===== src/rtl/cam_initiator.sv =====
// Request-side front end for a cam/tcam: clears all entries after reset, then issues
// tagged writes/searches and returns an ordered hit/miss response stream.
module cam_initiator #(
    parameter int CAM_WIDTH = 32,
    parameter int CAM_DEPTH = 16,
    parameter int CAM_LAT   = 1,
    parameter int TAG_WIDTH = 4,
    parameter int RES_DEPTH = 4,
    parameter int WR_GAP    = 1,
    localparam int CAM_INDEX_WIDTH = $clog2(CAM_DEPTH)
) (
    input  logic                       clk,
    input  logic                       rst_n,
    input  logic                       cmd_valid,
    output logic                       cmd_ready,
    input  logic                       cmd_op,
    input  logic                       cmd_vld,
    input  logic [CAM_INDEX_WIDTH-1:0] cmd_idx,
    input  logic [CAM_WIDTH-1:0]       cmd_data,
    input  logic [CAM_WIDTH-1:0]       cmd_mask,
    input  logic [TAG_WIDTH-1:0]       cmd_tag,
    output logic                       rsp_valid,
    input  logic                       rsp_ready,
    output logic                       rsp_hit,
    output logic [CAM_INDEX_WIDTH-1:0] rsp_index,
    output logic [TAG_WIDTH-1:0]       rsp_tag,
    output logic                       data_we,
    output logic                       data_vld,
    output logic [CAM_INDEX_WIDTH-1:0] data_idx,
    output logic [CAM_WIDTH-1:0]       data_i,
    output logic [CAM_WIDTH-1:0]       data_mask,
    input  logic                       index_rdy,
    input  logic [CAM_INDEX_WIDTH-1:0] index_o,
    output logic                       init_done,
    output logic                       err_stray
);

    localparam int CNT_W = CAM_INDEX_WIDTH + 1;
    localparam int OUT_W = $clog2(RES_DEPTH + 1);
    localparam int PTR_W = (RES_DEPTH > 1) ? $clog2(RES_DEPTH) : 1;
    localparam int GAP_W = (WR_GAP > 0) ? $clog2(WR_GAP + 1) : 1;

    typedef enum logic {ST_CLEAR, ST_RUN} state_t;

    state_t               state_q, state_d;
    logic [CNT_W-1:0]     clr_cnt_q;
    logic [GAP_W-1:0]     gap_q;
    logic [OUT_W-1:0]     out_cnt_q;

    logic                       we_d, vld_d;
    logic [CAM_INDEX_WIDTH-1:0] idx_d;
    logic [CAM_WIDTH-1:0]       di_d, dm_d;

    logic accept, wr_acc, srch_acc, pop, push, exit_vld;

    // Stage 0 lines up with the search on the CAM port; stage CAM_LAT meets index_rdy.
    logic [CAM_LAT:0]     tok_vld_q;
    logic [TAG_WIDTH-1:0] tok_tag_q [CAM_LAT+1];

    logic                       cap_vld_q, cap_hit_q;
    logic [CAM_INDEX_WIDTH-1:0] cap_idx_q;
    logic [TAG_WIDTH-1:0]       cap_tag_q;

    logic                       fifo_hit [RES_DEPTH];
    logic [CAM_INDEX_WIDTH-1:0] fifo_idx [RES_DEPTH];
    logic [TAG_WIDTH-1:0]       fifo_tag [RES_DEPTH];
    logic [PTR_W-1:0]           wr_ptr_q, rd_ptr_q;
    logic [OUT_W-1:0]           fifo_cnt_q;

    assign cmd_ready = (state_q == ST_RUN) && (out_cnt_q < OUT_W'(RES_DEPTH)) && (gap_q == '0);
    assign accept    = cmd_valid & cmd_ready;
    assign wr_acc    = accept & cmd_op;
    assign srch_acc  = accept & ~cmd_op;
    assign init_done = (state_q == ST_RUN);

    always_comb begin
        state_d = state_q;
        we_d    = 1'b0;
        vld_d   = 1'b0;
        idx_d   = '0;
        di_d    = '0;
        dm_d    = '0;
        case (state_q)
            ST_CLEAR: begin
                if (clr_cnt_q == CNT_W'(CAM_DEPTH)) begin
                    state_d = ST_RUN;
                end else begin
                    we_d  = 1'b1;
                    idx_d = clr_cnt_q[CAM_INDEX_WIDTH-1:0];
                end
            end
            ST_RUN: begin
                if (wr_acc) begin
                    we_d  = 1'b1;
                    vld_d = cmd_vld;
                    idx_d = cmd_idx;
                    di_d  = cmd_data;
                    dm_d  = cmd_mask;
                end else if (srch_acc) begin
                    di_d = cmd_data;
                    dm_d = cmd_mask;
                end
            end
            default: state_d = ST_CLEAR;
        endcase
    end

    always_ff @(posedge clk) begin
        if (!rst_n) begin
            state_q   <= ST_CLEAR;
            clr_cnt_q <= '0;
            gap_q     <= '0;
            data_we   <= 1'b0;
            data_vld  <= 1'b0;
            data_idx  <= '0;
            data_i    <= '0;
            data_mask <= '0;
        end else begin
            state_q   <= state_d;
            data_we   <= we_d;
            data_vld  <= vld_d;
            data_idx  <= idx_d;
            data_i    <= di_d;
            data_mask <= dm_d;
            if (state_q == ST_CLEAR && clr_cnt_q != CNT_W'(CAM_DEPTH))
                clr_cnt_q <= clr_cnt_q + 1'b1;
            if (wr_acc)
                gap_q <= GAP_W'(WR_GAP);
            else if (gap_q != '0)
                gap_q <= gap_q - 1'b1;
        end
    end

    assign exit_vld = tok_vld_q[CAM_LAT];

    always_ff @(posedge clk) begin
        if (!rst_n) begin
            tok_vld_q <= '0;
            for (int i = 0; i <= CAM_LAT; i++) tok_tag_q[i] <= '0;
            cap_vld_q <= 1'b0;
            cap_hit_q <= 1'b0;
            cap_idx_q <= '0;
            cap_tag_q <= '0;
            err_stray <= 1'b0;
        end else begin
            tok_vld_q[0] <= srch_acc;
            tok_tag_q[0] <= cmd_tag;
            for (int i = 1; i <= CAM_LAT; i++) begin
                tok_vld_q[i] <= tok_vld_q[i-1];
                tok_tag_q[i] <= tok_tag_q[i-1];
            end
            cap_vld_q <= exit_vld;
            cap_hit_q <= exit_vld & index_rdy;
            cap_idx_q <= (exit_vld & index_rdy) ? index_o : '0;
            cap_tag_q <= tok_tag_q[CAM_LAT];
            if (index_rdy && !exit_vld)
                err_stray <= 1'b1;
        end
    end

    // Credits count a search from acceptance until its response is popped, so the
    // FIFO can never be pushed while full.
    assign push = cap_vld_q;
    assign pop  = rsp_valid & rsp_ready;

    always_ff @(posedge clk) begin
        if (push) begin
            fifo_hit[wr_ptr_q] <= cap_hit_q;
            fifo_idx[wr_ptr_q] <= cap_idx_q;
            fifo_tag[wr_ptr_q] <= cap_tag_q;
        end
    end

    always_ff @(posedge clk) begin
        if (!rst_n) begin
            wr_ptr_q   <= '0;
            rd_ptr_q   <= '0;
            fifo_cnt_q <= '0;
            out_cnt_q  <= '0;
        end else begin
            if (push)
                wr_ptr_q <= (wr_ptr_q == PTR_W'(RES_DEPTH - 1)) ? '0 : wr_ptr_q + 1'b1;
            if (pop)
                rd_ptr_q <= (rd_ptr_q == PTR_W'(RES_DEPTH - 1)) ? '0 : rd_ptr_q + 1'b1;
            case ({push, pop})
                2'b10:   fifo_cnt_q <= fifo_cnt_q + 1'b1;
                2'b01:   fifo_cnt_q <= fifo_cnt_q - 1'b1;
                default: fifo_cnt_q <= fifo_cnt_q;
            endcase
            case ({srch_acc, pop})
                2'b10:   out_cnt_q <= out_cnt_q + 1'b1;
                2'b01:   out_cnt_q <= out_cnt_q - 1'b1;
                default: out_cnt_q <= out_cnt_q;
            endcase
        end
    end

    assign rsp_valid = (fifo_cnt_q != '0);
    assign rsp_hit   = rsp_valid & fifo_hit[rd_ptr_q];
    assign rsp_index = rsp_valid ? fifo_idx[rd_ptr_q] : '0;
    assign rsp_tag   = rsp_valid ? fifo_tag[rd_ptr_q] : '0;

endmodule


===== config.mk =====
export PLATFORM = sky130hd
export DESIGN_NAME = cam_initiator
export DESIGN_NICKNAME = d
export VERILOG_FILES = /design/src/rtl/cam_initiator.sv
export SDC_FILE = /design/constraint.sdc
export NUM_CORES = 1
export LEC_CHECK = 0
export CAP_MARGIN = 0
export CORE_UTILIZATION = 45
export DETAILED_ROUTE_END_ITERATION = 8
export PLACE_DENSITY = 0.9
export SYNTH_ARGS = -nofsm -noshare
export SYNTH_HDL_FRONTEND = slang
export SYNTH_SLANG_ARGS = --single-unit

===== constraint.sdc =====
create_clock -name clk -period 2.8 [get_ports clk]
set_clock_uncertainty 0.15 [all_clocks]
set_input_delay 0.56 -clock clk [delete_from_list [all_inputs] [get_ports clk]]
set_output_delay 0.56 -clock clk [all_outputs]
set_load 0.02 [all_outputs]

**Word level (Yosys, flattened, before mapping)**

Memories as Yosys holds them, arrays and structs flattened. A register that Yosys moved wholly into a read port is not among the register bits.
Cells that the tools add are included.

- Bitwise gates (word level): 11
- Add/subtract/negate cells: 8
- Mux-type cells: 32
- Eq/ne operators: 8
- Order comparisons: 1
- Reductions and logical operators: 12

Operators with widths:

| operator | number |
|---|---|
| $mux W32 | 4 |
| $mux W4 | 6 |
| $mux W2 | 8 |
| $pmux W3 S2 | 2 |
| $mux W1 | 10 |
| $eq A2 B2 Y1 const B | 4 |
| $pmux W4 S2 | 1 |
| $add A3 B1 Y3 const B | 2 |
| $and A1 B1 Y1 | 6 |
| $sub A3 B1 Y3 const B | 2 |
| $add A5 B1 Y5 const B | 1 |
| $eq A5 B5 Y1 const B | 1 |
| $ne A5 B5 Y1 const B | 1 |
| $add A2 B1 Y2 const B | 2 |
| $eq A2 B1 Y1 const B | 2 |
| $logic_and A1 B1 Y1 | 4 |
| $reduce_and A2 Y1 | 2 |
| $reduce_bool A2 Y1 | 2 |
| $lt A3 B3 Y1 const B | 1 |
| $not A1 Y1 | 3 |
| $reduce_and A3 Y1 | 1 |
| $reduce_bool A3 Y1 | 1 |
| $logic_not A1 Y1 | 2 |
| $or A1 B1 Y1 | 2 |
| 2 further kinds | 2 |

- Output and inout port bits: 83
- Bits in writable memories: 44
- Bits of input ports: 83
- Logic and storage cells: 93
- Register bits: 96
- Memories: 4

Memories:

| name | depth | width | rd ports | clocked after memory_dff | wr ports | line | text |
|---|---|---|---|---|---|---|---|
| fifo_idx | 4 | 4 | 1 | 1 | 1 | 65 | `logic [CAM_INDEX_WIDTH-1:0] fifo_idx [RES_DEPTH];` |
| fifo_tag | 4 | 4 | 1 | 1 | 1 | 66 | `logic [TAG_WIDTH-1:0] fifo_tag [RES_DEPTH];` |
| tok_tag_q | 2 | 4 | 2 | 1 | 2 | 58 | `logic [TAG_WIDTH-1:0] tok_tag_q [CAM_LAT+1];` |
| fifo_hit | 4 | 1 | 1 | 1 | 1 | 64 | `logic fifo_hit [RES_DEPTH];` |

**Longest topological paths before layout**

Gate-level depths: netlist of the first run.

- Depth in word-level cells: 7
- Depth in mapped cells: 9
- Gate-level depth less buffers: 8

**Worst setup path before layout of the first run**

Ideal clock, no wire load.

- Path type: in2reg
- Start: input cmd_valid
- End: register out_cnt_q[2]
- Setup slack: 0.428 ns
- Data arrival time: 2.147 ns
- Stages: 9
- Setup time: 0.076 ns
- Cells stage by stage: and4bb_1 -> buf_4 -> nand2b_1 -> ha_1 -> inv_1 -> fa_1 -> xor2_1 -> or3_1 -> a21boi_0

- Cells in the longest elaborated chain, start to end: 4
- Elaborated cells between the ends (all ways): 6

RTL lines:

| what | line | text |
|---|---|---|
| start: declaration | 14 | `input logic cmd_valid,` |
| $and A1 B1 Y1 (*) | 71 | `assign accept = cmd_valid & cmd_ready;` |
| $and A1 B1 Y1 (*) | 73 | `assign srch_acc = accept & ~cmd_op;` |
| $eq A2 B1 Y1 / $eq A2 B2 Y1 (equally long branches) | 190 | `case ({srch_acc, pop})` |
| $pmux W3 S2 / $reduce_bool A2 Y1 (equally long branches) | -- |  |
| end signal: assignment | 191 | `2'b10: out_cnt_q <= out_cnt_q + 1'b1;` |
| end signal: assignment | 192 | `2'b01: out_cnt_q <= out_cnt_q - 1'b1;` |
| end signal: assignment | 193 | `default: out_cnt_q <= out_cnt_q;` |
| end: declaration | 48 | `logic [OUT_W-1:0] out_cnt_q;` |

Every way passes the cells marked *; elsewhere a longest branch is shown, timed or not.
A chain may end at the register's enable or synchronous reset.

==> results of run 1 <==
==> synth_stat cells <==
cell type    n
o21a_1       1
fa_1         2
nor3b_1      2
a21oi_1      1
o31ai_1      1
inv_1       14
a32o_1       2
mux4_2       9
nand4b_1     1
a21oi_2      1
edfxtp_1    36
dfxtp_1    110
and4bb_1     1
xor2_1       2
nand2_1     13
buf_4        1
ha_1         9
and3b_1      1
a21boi_0     4
o2bb2ai_1    2
a21o_1       1
mux2i_1      3
buf_2        7
nor3_1       1
or3_1        4
nand3_1      2
xnor2_1      3
clkbuf_1    14
nor2b_1      9
and3_1      66
nor2_1       2
and2_1      29
o21ai_0      7
nand2b_1     2
and2b_1      4
==> metrics by stage <==
| stage | setup slack (ns) | total power [mW] |
|---|---|---|
| floorplan | 0.4276 | 2.257 |
| global placement | 0.1132 | 2.383 |
| detailed placement | -0.07494 | 2.389 |
| CTS | 0.002727 | 4.455 |
| global route | 0.007233 | 4.559 |
| finish | 0.07953 | 4.416 |
==> logic make-up after synthesis <==
family,share of synthesized area [%]
adders and majority gates,3.158
muxes,4.815
AOI/OAI and AO/OA,2.874
DFF,67.93
buffers and inverters,3.055
xor gates and xnor gates,0.9062
and+or+nand+nor,17.27
==> layout make-up <==
cell class	instances	area share (%)
multi-input cells	185	19.51
well taps	136	2.366
clock buffers	22	6.751
repair buffers	171	23.93
inverters	14	0.7308
flip-flops and latches	146	45.73
clock inverters	10	0.9918
==> registers in the layout, indices dropped and copies added (netlist names), named ones only <==
| register | count |
|---|---|
| tok_vld_q | 2 |
| wr_ptr_q | 2 |
| out_cnt_q | 3 |
| err_stray | 1 |
| init_done | 1 |
| data_vld | 1 |
| fifo_idx | 16 |
| tok_tag_q | 8 |
| cap_hit_q | 1 |
| fifo_cnt_q | 3 |
| fifo_tag | 16 |
| data_idx | 4 |
| fifo_hit | 4 |
| cap_idx_q | 4 |
| data_i | 32 |
| rd_ptr_q | 2 |
| cap_vld_q | 1 |
| clr_cnt_q | 5 |
| cap_tag_q | 4 |
| gap_q | 1 |
| data_mask | 32 |
| data_we | 1 |
==> where the power goes <==
part,total (mW),switching [mW],internal (mW)
Combinational,0.169,0.0481,0.121
Clock,2.07,0.852,1.22
Sequential,2.17,0.00923,2.16
==> how the worst min path moves through the flow <==
| stage | start | to | depth (start not counted) |
|---|---|---|---|
| CTS | rst_n | err_stray | 2 |
| detailed placement | tok_tag_q[0][1] | tok_tag_q[1][1] | 1 |
| floorplan | tok_tag_q[1][0] | cap_tag_q[0] | 1 |
| global placement | tok_vld_q[0] | tok_vld_q[1] | 1 |
| global route | tok_tag_q[0][1] | tok_tag_q[1][1] | 1 |
| finish | tok_tag_q[1][1] | cap_tag_q[1] | 1 |
==> placed cells by master, fill, tap and decap left out, drive strengths merged, types with 2 or more instances in the layout <==
cell,instances
a21boi,4
a21oi,2
a32o,2
and2,29
and2b,4
and3,66
buf,6
clkbuf,23
clkdlybuf4s15,2
clkdlybuf4s50,155
clkinv,2
clkinvlp,5
dfxtp,110
dlygate4sd2,7
edfxtp,36
fa,2
ha,9
inv,17
mux2i,3
mux4,9
nand2,13
nand2b,2
nand3,2
nor2,2
nor2b,9
nor3b,2
o21ai,7
o2bb2ai,2
or3,4
xnor2,3
xor2,2
==> repair_timing <==
item                                    in CTS  in global routing
gates resized for setup                     10                  6
gates cloned                                 0                  1
endpoints found under the hold margin        0                  0
buffers inserted                             0                  0
endpoints found under the setup margin       9                  7
hold buffers                                 0                  0
==> metal layers <==
metal,global-route usage [%],part of all wire [%],vias up
li1,-,-,1600
met1,20.02,35,1610
met2,41.41,55,130
met3,10.02,7.6,20
met4,8.929,1.8,0
met5,0,0,-
==> metrics, run 1 <==
delay-heaviest family, CP=multiplexers; global route overflow=0; Synth cell types=35; fin crit share=97.16%; final WL=between 10000 and 15000 um; mapped cell area=0.004833 sq mm; Layout area overhead=48.77%; post-route ant nets=0; R2R depth=8; Post-Layout Cell Count=slightly below 700; kind of critical path=reg2out; critical-path cell list=buf_8, mux4_2, and2b_1, clkdlybuf4s15_1; min Tclk post-route=between 2 and 3 ns; Final nets=629; Yosys warning total=0; clock root cell=clkbuf_8; Synth Area per Inst=13.17 sq um; drt pass-1 iters=6; CTS sink cnt=approximately 150; net count after synthesis=461; Slew HR=61.54%; I/O pins=around 170; status=finished, final reports clean; worst r2r dst=out_cnt_q[2]; largest net degree at the start of global routing=68; Register Area=0.003288 sq mm; Worst Hold Slack=~0.28 ns; Leakage=2.928 nW; Setup TNS Final=0 ns; Critical Path Sink Type=output port; I/O Buffers=165; required time worst endpoint=about 2.1 ns; flop-to-flop setup slack=0.43 ns; MaxCap Viol Count=0; final setup fails=0; first-pass GRT wire length=17870 um; worst skew pair latency=0.52 ns; top cells by area, synth=dfxtp_1 (46%), edfxtp_1 (22%), and3_1 (8.5%), mux4_2 (4.2%), and2_1 (3.8%); initial antenna violation count=0; CP Max Fanout=5; Slew Limit Fails=0; final hold vios=0; fill count=697; crit path buf inv count=2; reg2reg start=fifo_cnt_q[0]; cells after synthesis=about 370; HP Class=reg2reg; total die area=0.01116 sq mm; Synth Register Bits=146; CTS Buf Count=17; post-layout util=a little over two thirds; vias per cell=4.912; multi-input combinational cell area=0.001403 sq mm; Clk pin slew, worst setup/hold paths=0.06 ns; Worst Tran Pin Value=0.5720 ns; Worst Setup EP=rsp_tag[0]; Critical Path Stages=4; Tot GR Track Use=a little over a fifth; post-synth top area share=a little under half; Worst EP arrival=between 2 and 2.5 ns; vias in the first global route=about 3700; Die Height=between 100 and 150 um; sequential element share of the synthesized area=67.93%; share of cells above drive strength 1=a little under a tenth; Routed WL per cell=16.94 um; Worst path slowest cell=mux4_2; initial core utilization=46.61%; Achievable Freq=367.6 MHz; DRC Markers=0; Cell Rows=37; Post-DP Area=0.006605 sq mm; n_diodes=0; First DRT Iteration DRCs=127; die width=105.6 um; dpl cells=651; post-synth top area cell=dfxtp_1; CTS max path bufs=2; crit path launch type=register; TritonCTS clock tree=yes; VDD IR max=0.0004561 V; CORE AREA=0.01037 sq mm; GPL Wtd Cong=a little over 0.8; pwr/cell area=614.1 mW/mm^2; unrepaired setup endpoints after global routing=false; max incr delay on CP=0.51 ns; H-tree lvl count=4; final non-filler cell area=a little over 0.007 sq mm; vias=3360; DP HPWL=7889 um
Power figures use the tool's default switching activity.
==> run 2, diff against run 1 <==
- GPL_ROUTABILITY_DRIVEN: unset -> 0
==> results of run 2 <==
No change in the layout: final DEF, timing and power equal those of run 1.
